**src/rtl/alu_if.sv**
```systemverilog
// Operand/result bundle between the datapath controller and the ALU.
// The master drives op and both operands; the ALU drives back the
// registered result.
interface alu_if;
  logic [2:0]  op;
  logic [15:0] A;
  logic [15:0] B;
  logic [15:0] Output;

  modport master (output op, output A, output B, input Output);
  modport slave  (input op, input A, input B, output Output);
endinterface

```
**src/rtl/alu.sv**
```systemverilog
// 16-bit registered ALU: eight operations selected by op, with the result
// registered one edge after the operands are sampled.
// Op 111 drives a Fibonacci LFSR (taps 16,14,13,11). The first 111 edge
// after any other op, or after reset, seeds the LFSR from A. Every
// following 111 edge advances it by one step.
module alu (
  input logic clk,
  input logic reset,
  alu_if.slave bus
);

  typedef enum logic [2:0] {
    OP_ADD   = 3'b000,
    OP_SUB   = 3'b001,
    OP_AND   = 3'b010,
    OP_OR    = 3'b011,
    OP_XOR   = 3'b100,
    OP_CLAMP = 3'b101,
    OP_SHL   = 3'b110,
    OP_RNG   = 3'b111
  } op_t;

  op_t         op_sel;
  logic [15:0] lfsr;
  logic        rng_active;
  logic [15:0] result;
  logic [15:0] lfsr_next;
  logic        rng_active_next;
  logic [16:0] clamp_div;
  logic        feedback;
  logic [15:0] seed;

  assign op_sel = op_t'(bus.op);

  // Compute the result and the next RNG state for the operation presented
  // this cycle. The clamp divisor is formed in 17 bits so that B=0xFFFF
  // yields a divisor of 0x10000. It is never zero.
  always_comb begin
    result          = 16'h0000;
    lfsr_next       = lfsr;
    rng_active_next = 1'b0;
    clamp_div       = {1'b0, bus.B} + 17'd1;
    feedback        = lfsr[15] ^ lfsr[13] ^ lfsr[12] ^ lfsr[10];
    seed            = (bus.A == 16'h0000) ? 16'hACE1 : bus.A;
    unique case (op_sel)
      OP_ADD:   result = bus.A + bus.B;
      OP_SUB:   result = bus.A - bus.B;
      OP_AND:   result = bus.A & bus.B;
      OP_OR:    result = bus.A | bus.B;
      OP_XOR:   result = bus.A ^ bus.B;
      OP_CLAMP: result = 16'({1'b0, bus.A} % clamp_div);
      OP_SHL:   result = bus.A << bus.B[3:0];
      OP_RNG: begin
        rng_active_next = 1'b1;
        if (!rng_active) begin
          lfsr_next = seed;
          result    = seed;
        end else begin
          lfsr_next = {lfsr[14:0], feedback};
          result    = {lfsr[14:0], feedback};
        end
      end
      default: result = 16'h0000;
    endcase
  end

  // Register the result and RNG state. Reset takes priority over every
  // op and forces the next 111 edge to be a seed cycle.
  always_ff @(posedge clk) begin
    if (reset) begin
      bus.Output <= 16'h0000;
      lfsr       <= 16'hACE1;
      rng_active <= 1'b0;
    end else begin
      bus.Output <= result;
      lfsr       <= lfsr_next;
      rng_active <= rng_active_next;
    end
  end

endmodule

```
**src/flat_wrapper.sv**
```systemverilog
// flat-port wrapper written by rule: the top's interface ports become plain ports
module alu_flat 
  (clk, reset, bus_op, bus_A, bus_B, bus_Output);
  alu_if bus_i ();
  input logic clk;
  input logic reset;
  input wire logic [$bits(bus_i.op)-1:0] bus_op;
  input wire logic [$bits(bus_i.A)-1:0] bus_A;
  input wire logic [$bits(bus_i.B)-1:0] bus_B;
  output wire logic [$bits(bus_i.Output)-1:0] bus_Output;
  assign bus_i.op = bus_op;
  assign bus_i.A = bus_A;
  assign bus_i.B = bus_B;
  assign bus_Output = bus_i.Output;
  alu u_core (.clk(clk), .reset(reset), .bus(bus_i));
endmodule
```
**config.mk**
```make
export PLATFORM = sky130hd
export DESIGN_NAME = alu_flat
export DESIGN_NICKNAME = d
export VERILOG_FILES = /design/src/rtl/alu_if.sv /design/src/rtl/alu.sv /design/src/flat_wrapper.sv
export SDC_FILE = /design/constraint.sdc
export NUM_CORES = 1
export LEC_CHECK = 0
export ABC_AREA = 1
export ABC_CLOCK_PERIOD_IN_PS = 86000
export CAP_MARGIN = 10
export CORE_AREA = 2 2 133 186
export DETAILED_ROUTE_END_ITERATION = 8
export DIE_AREA = 0 0 135 188
export PLACE_DENSITY = 0.72
export SLEW_MARGIN = 5
export SYNTH_ARGS = -nofsm -noshare
export SYNTH_HDL_FRONTEND = slang
export SYNTH_SLANG_ARGS = --single-unit
```
**constraint.sdc**
```tcl
create_clock -name clk -period 86 [get_ports clk]
set_clock_uncertainty 0.1 [all_clocks]
set_input_delay 25.8 -clock clk [delete_from_list [all_inputs] [get_ports clk]]
set_output_delay 25.8 -clock clk [all_outputs]
set_load 0.005 [all_outputs]
```
After elaboration in Yosys (flattened, before gate mapping)
Cells that the tools add are included.
{"block": "word_totals", "wordCells": 27, "in_bits": 37, "regBits": 33}
{"block": "classes", "bitwise_logic": 6, "addsub": 3, "n_mux": 4, "n_reduce_logical": 2, "n_shift": 1, "n_eq_ne": 7, "n_div": 1}
{"op": "16-bit case mux with 8 select lines", "n": 1}
{"op": "16-bit two-way mux", "n": 2}
{"op": "16-bit by 1-bit adder with 17-bit output, second input constant", "n": 1}
{"op": "16-bit by 17-bit modulo with 17-bit output", "n": 1}
{"op": "16-bit adder", "n": 1}
{"op": "16-bit bitwise AND", "n": 1}
{"op": "16-bit zero test", "n": 1}
{"op": "16-bit bitwise OR", "n": 1}
{"op": "16-bit by 4-bit << shifter with 16-bit output", "n": 1}
{"op": "16-bit subtractor", "n": 1}
{"op": "16-bit XOR", "n": 1}
{"op": "3-bit equality test, second input constant", "n": 4}
{"op": "3-bit by 2-bit equality test with 1-bit output, second input constant", "n": 2}
{"op": "3-bit by 1-bit equality test with 1-bit output, second input constant", "n": 1}
{"op": "3-bit zero test", "n": 1}
{"op": "1-bit XOR", "n": 3}
{"op": "1-bit two-way mux", "n": 1}

Depth between registers and ports, before layout
{"block": "logic_depth", "depth_word": 5, "mapped_depth": 262}

Worst setup path after synthesis
Ideal clock, no wire load.
{"block": "synth_timing", "path_kind": "input-to-reg", "start": "in bus_B[0]", "end": "reg u_core.bus.Output[15]", "cell_stages": 252, "setup_ns": 0.123, "path_slack_ns": 31.840, "t_arrival_ns": 53.937, "t_required_ns": 85.777, "path_cell_list": "ha_1 > nand2_1 > o21ai_1 > inv_1 > nor2_1 > nand2_1 > nor4_1 > ha_1 > o21a_1 > o21ai_0 > nor3_1 > nand2_1 > nand2_1 > nand2_1 > ha_1 > and3_1 > nand3_1 > nor2_1 > [... 216 more ...] > a21oi_1 > o21ai_0 > a21o_1 > a21o_1 > a21oi_1 > o21ai_0 > a21oi_1 > o21bai_1 > a21o_1 > a21oi_1 > nor2_1 > nor2_1 > nor2_1 > nor2_1 > xor2_1 > a21oi_1 > nand2_1 > a21oi_2"}
{"block": "synth_between", "elab_chain_cells": 3, "elab_cells_between_ends": 6, "cone_classes": "add/sub (3); div (1); shift (1); mux (1)"}
{"item": "start: declaration", "line_no": "flat_wrapper.sv:9", "source": "input wire logic [$bits(bus_i.B)-1:0] bus_B;"}
{"item": "16-bit by 1-bit adder with 17-bit output", "line_no": "alu.sv:42", "source": "clamp_div = {1'b0, bus.B} + 17'd1;"}
{"item": "16-bit by 17-bit modulo with 17-bit output", "line_no": "alu.sv:51", "source": "OP_CLAMP: result = 16'({1'b0, bus.A} % clamp_div);"}
{"item": "16-bit case mux with 8 select lines (*)", "line_no": "alu.sv:45", "source": "unique case (op_sel)"}
{"item": "end signal: assignment", "line_no": "alu.sv:75", "source": "bus.Output <= result;"}
{"item": "end: declaration", "line_no": "alu_if.sv:11", "source": "modport slave (input op, input A, input B, output Output);"}
Every way passes the cells marked *; elsewhere a longest branch is shown, timed or not.
A chain may end at the register's enable or synchronous reset.

Final worst setup path
{"block": "layout_timing", "start": "in bus_B[1]", "end": "reg u_core.bus.Output[15]"}
Same word-level chain as after synthesis.

==> results.md <==
GRT:
- The number of global-route vias before repair is 13,200.
- The wire length of the first global-routing pass is 65,800 um.
- The total congestion overflow after global routing is 0.
- The initial antenna violation count was 0.
- Entering global routing, the biggest net connects 53 pins.
- For this run, the total global-route usage over all layers was measured as 31.9%.

Synth:
- The number of instances in the synthesized netlist is 2,067.
- Yosys printed 0 warnings.
- The synthesized cell area is 12,600 um^2.
- The synthesized net count is 2,311.
- The top cell type by total area after synthesis is sky130_fd_sc_hd__ha_1.
- In the synthesized netlist the dominant register cell turns out to be sky130_fd_sc_hd__dfxtp_1.
- The number of register bits inferred by synthesis is 33.
- In the synthesized netlist the async set-or-reset flop fraction comes to 0%.
- Counting flops with a built-in enable in the synthesized netlist gives 0.
- The leading cell type by number of instances after synthesis is sky130_fd_sc_hd__nand2_1.
- Counting instances in the post-synthesis netlist gives the leading cell types as sky130_fd_sc_hd__nand2_1 (526), sky130_fd_sc_hd__inv_1 (270), sky130_fd_sc_hd__ha_1 (205).
- The count of cell types in the netlist is 64.
- After synthesis, the cell types taking the most area are sky130_fd_sc_hd__ha_1 (20%), sky130_fd_sc_hd__nand2_1 (16%), sky130_fd_sc_hd__inv_1 (8.0%), sky130_fd_sc_hd__xor2_1 (5.6%), sky130_fd_sc_hd__a21oi_1 (5.5%).
- In this run the mean area of a mapped cell was 6.09 um^2.
- The top cell type by area accounts for 20.4% of the synthesized area.
- The share of synthesized area occupied by flip-flops and latches is 5.25%.

Timing:
- At the pin with the least slew margin, the transition time is 0.833 ns.
- The remaining max-slew budget at the tightest pin is 44.4%.
- Dividing the final minimum period by the clock period gives 72.0%.
- The final max-slew violation count is 0.
- The worst path in the final design needs a cycle of 61.89 ns, including I/O delays and setup.
- The worst hold slack across all endpoints is 0.365 ns.
- The final worst slack is 24.11 ns.
- The timing-limited maximum frequency is 16.2 MHz.
- The number of failing setup endpoints in the final timing report is 0.
- Setup repair after global routing left no endpoint under its margin.
- The count of endpoints failing hold in the final timing report was 0.
- For the final routed database, the setup TNS stands at 0 ns.

Routing:
- The via count is 13,800.
- The residual DRC count is 0.
- The total iterations of the first detailed-routing run is 5.
- In this run the remaining antenna-violating nets after routing total 0.
- The sum of routed wire length over all layers is 40,700 um.
- For this block, the initial DRC count from the detailed router was 774.
- The number of vias per cell is 5.74.
- After detailed routing, the average wire length per cell comes to 17.0 um.

Die:
- The area enclosed by the die boundary is 25,400 um^2.
- After floorplanning, the core was sized to cover 23,800 um^2.
- Pin placement for this block handled 53 I/O pins.
- Measured along the x axis, the die boundary spans 135 um.
- The floorplan step set the die height to 188 um.
- Once the floorplan was initialized, standard cells occupied 52.9% of the core.
- After floorplanning, the core was divided into 67 placement rows.

Worst setup path:
- The cell with the largest stage delay on the worst path is sky130_fd_sc_hd__clkdlybuf4s50_1.
- The most numerous cell on the critical path is sky130_fd_sc_hd__nand2_1.
- The arrival time at the worst endpoint is 61.96 ns.
- The required time reported for the critical path endpoint is 86.07 ns.
- The peak per-stage delay on the critical path is 0.86 ns.
- The worst setup path is of the in -> reg kind.
- The critical-path maximum fanout is 23.
- The worst setup path is launched from an input port.
- The capturing element type of the critical path is a flop.

Final layout:
- The net total in the final layout is 2,329.
- The post-route netlist has 8.63% of its cells at a drive strength greater than 1.
- The number of standard cells in the final layout excluding fillers is 2,396.
- Compared with the post-synthesis result, the final layout area differs by 7.34%.
- The antenna diode count is 0.
- Once layout is complete, the utilization of the core stands at 56.8%.

CTS:
- In this run, post-CTS hold repair placed 0 buffers.
- Gates resized during post-CTS repair numbered 0.
- The maximum clock path buffer count is 2.
- The clock transition at the registers of the reported paths is 0.06 ns.
- For the worst-skew pair, the clock arrives at the later sink with an insertion delay of 0.28 ns.
- The total setup buffers inserted after CTS is 0.
- The number of buffers created by CTS is 5.
- For this design, the sink count on the clock tree is 33.
- The H-tree generated during clock tree synthesis spans 2 levels.
- The CTS tree is done.
- The clock tree root buffer cell is sky130_fd_sc_hd__clkbuf_16.

Min path:
- The class of the tightest hold or removal check is reg -> reg.

Pwr:
- The clock group share of total power is 12.9%.
- For this design the static power due to leakage is 7.16 nW.
- In this run the power spent charging and discharging nets is 0.0862 mW.
- The internal power consumption is 0.0791 mW.
- Of the total power, registers draw 10.4%.
- In this run switching power makes up 52.2% of total power.
- The share of total power dissipated in combinational logic is 76.6%.
- The largest voltage drop on the vdd net is 0.0196 mV.
- Power spread over the standard cell area amounts to 12.2 nW/um^2.

Run:
- The number of maximum-capacitance violations is 0.

Placement:
- The cell count after placement is 2,388.
- During placement, the flow inserted port buffers numbering 52.
- The worst-case setup slack after placement is 24.36 ns.
- The congestion estimate from routability-driven global placement came to 0.993.
- The final HPWL from detailed placement is 33,600 um.

Run status:
- The flow ran to the end, and the final reports show no timing, DRC or antenna violations.
layout make-up:
type	instances	area, um^2
multi-input cells	1691	10600
fillers	2479	10300
inverters	287	1080
flip-flops and latches	33	661
repair buffers	67	628
well taps	310	388
clock buffers	6	139
clock inverters	2	37.5
cell families (layout without fill, tap and decap cells):
family / after synthesis / count (layout) / synth area share (%)
buf+inv: 343 / 362 / 10.8
flops: 33 / 33 / 5.25
compound gates: 406 / 406 / 19.3
mux: 4 / 4 / 0.318
xor+xnor: 122 / 122 / 8.55
simple gates: 952 / 952 / 35.1
fa+ha+maj: 207 / 207 / 20.7
metal layers:
metal,vias to the layer above,GRT usage (%),wire [um]
li1,6906,-,-
met1,6317,37.6,16700
met4,0,17.2,2480
met2,408,57.1,19600
met3,129,1.73,1880
met5,-,0,0
critical path: cells and delay by family:
kind	cells	cell delay (ns)
simple gates	144	16.19
xor+xnor	1	0.16
compound gates	69	10.90
buf+inv	20	3.86
fa+ha+maj	16	4.92
power by group through the flow:
stage	clock network (mW)	logic [mW]	registers, mW
2_1_floorplan	0	0.0953	0.0177
3_3_place_gp	0	0.123	0.0176
3_5_place_dp	0	0.124	0.0176
4_1_cts	0.0215	0.125	0.0173
5_1_grt	0.0219	0.143	0.0174
6_report	0.0213	0.127	0.0173
metrics by stage:
step	total power [mW]	instance area (um^2)
after detailed placement	0.142	13300
after global placement	0.140	13300
after floorplan	0.113	12600
final	0.165	13500
after CTS	0.164	13500
after global routing	0.182	13500
sequential cells by signal, indices dropped and copies added (netlist names):
name / cells
u_core.bus.Output: 16
u_core.lfsr: 16
u_core.rng_active: 1
final timing paths:
kind / startpoint / endpoint / slack (ns) / cells past startpoint
hold reg to reg: u_core.lfsr[8] / u_core.lfsr[8] / 0.37 / 2
setup reg to reg: u_core.rng_active / u_core.bus.Output[0] / 83.33 / 8
setup / recovery: bus_B[1] / u_core.bus.Output[15] / 24.11 / 250
hold / removal: u_core.lfsr[8] / u_core.lfsr[8] / 0.37 / 2
cell usage in the layout, fill, tap and decap left out, types with 9 or more instances in the layout:
cell / count
sky130_fd_sc_hd__o21ai_1: 26
sky130_fd_sc_hd__or2_2: 29
sky130_fd_sc_hd__nand3_2: 33
sky130_fd_sc_hd__inv_1: 270
sky130_fd_sc_hd__xor2_1: 79
sky130_fd_sc_hd__buf_4: 15
sky130_fd_sc_hd__nor2_1: 102
sky130_fd_sc_hd__nand2_1: 526
sky130_fd_sc_hd__nand3_1: 128
sky130_fd_sc_hd__and2_1: 16
sky130_fd_sc_hd__a31oi_1: 9
sky130_fd_sc_hd__o21ai_0: 109
sky130_fd_sc_hd__nand4_1: 21
sky130_fd_sc_hd__xnor2_1: 40
sky130_fd_sc_hd__nor4_1: 11
sky130_fd_sc_hd__o21bai_1: 25
sky130_fd_sc_hd__ha_1: 205
sky130_fd_sc_hd__nand2_2: 34
sky130_fd_sc_hd__a21o_1: 10
sky130_fd_sc_hd__o211ai_1: 10
sky130_fd_sc_hd__clkdlybuf4s50_1: 51
sky130_fd_sc_hd__inv_2: 10
sky130_fd_sc_hd__dfxtp_1: 33
sky130_fd_sc_hd__o21ai_2: 16
sky130_fd_sc_hd__nor3_1: 24
sky130_fd_sc_hd__a21oi_1: 139
No activity file was read; power rests on OpenSTA's default activity.
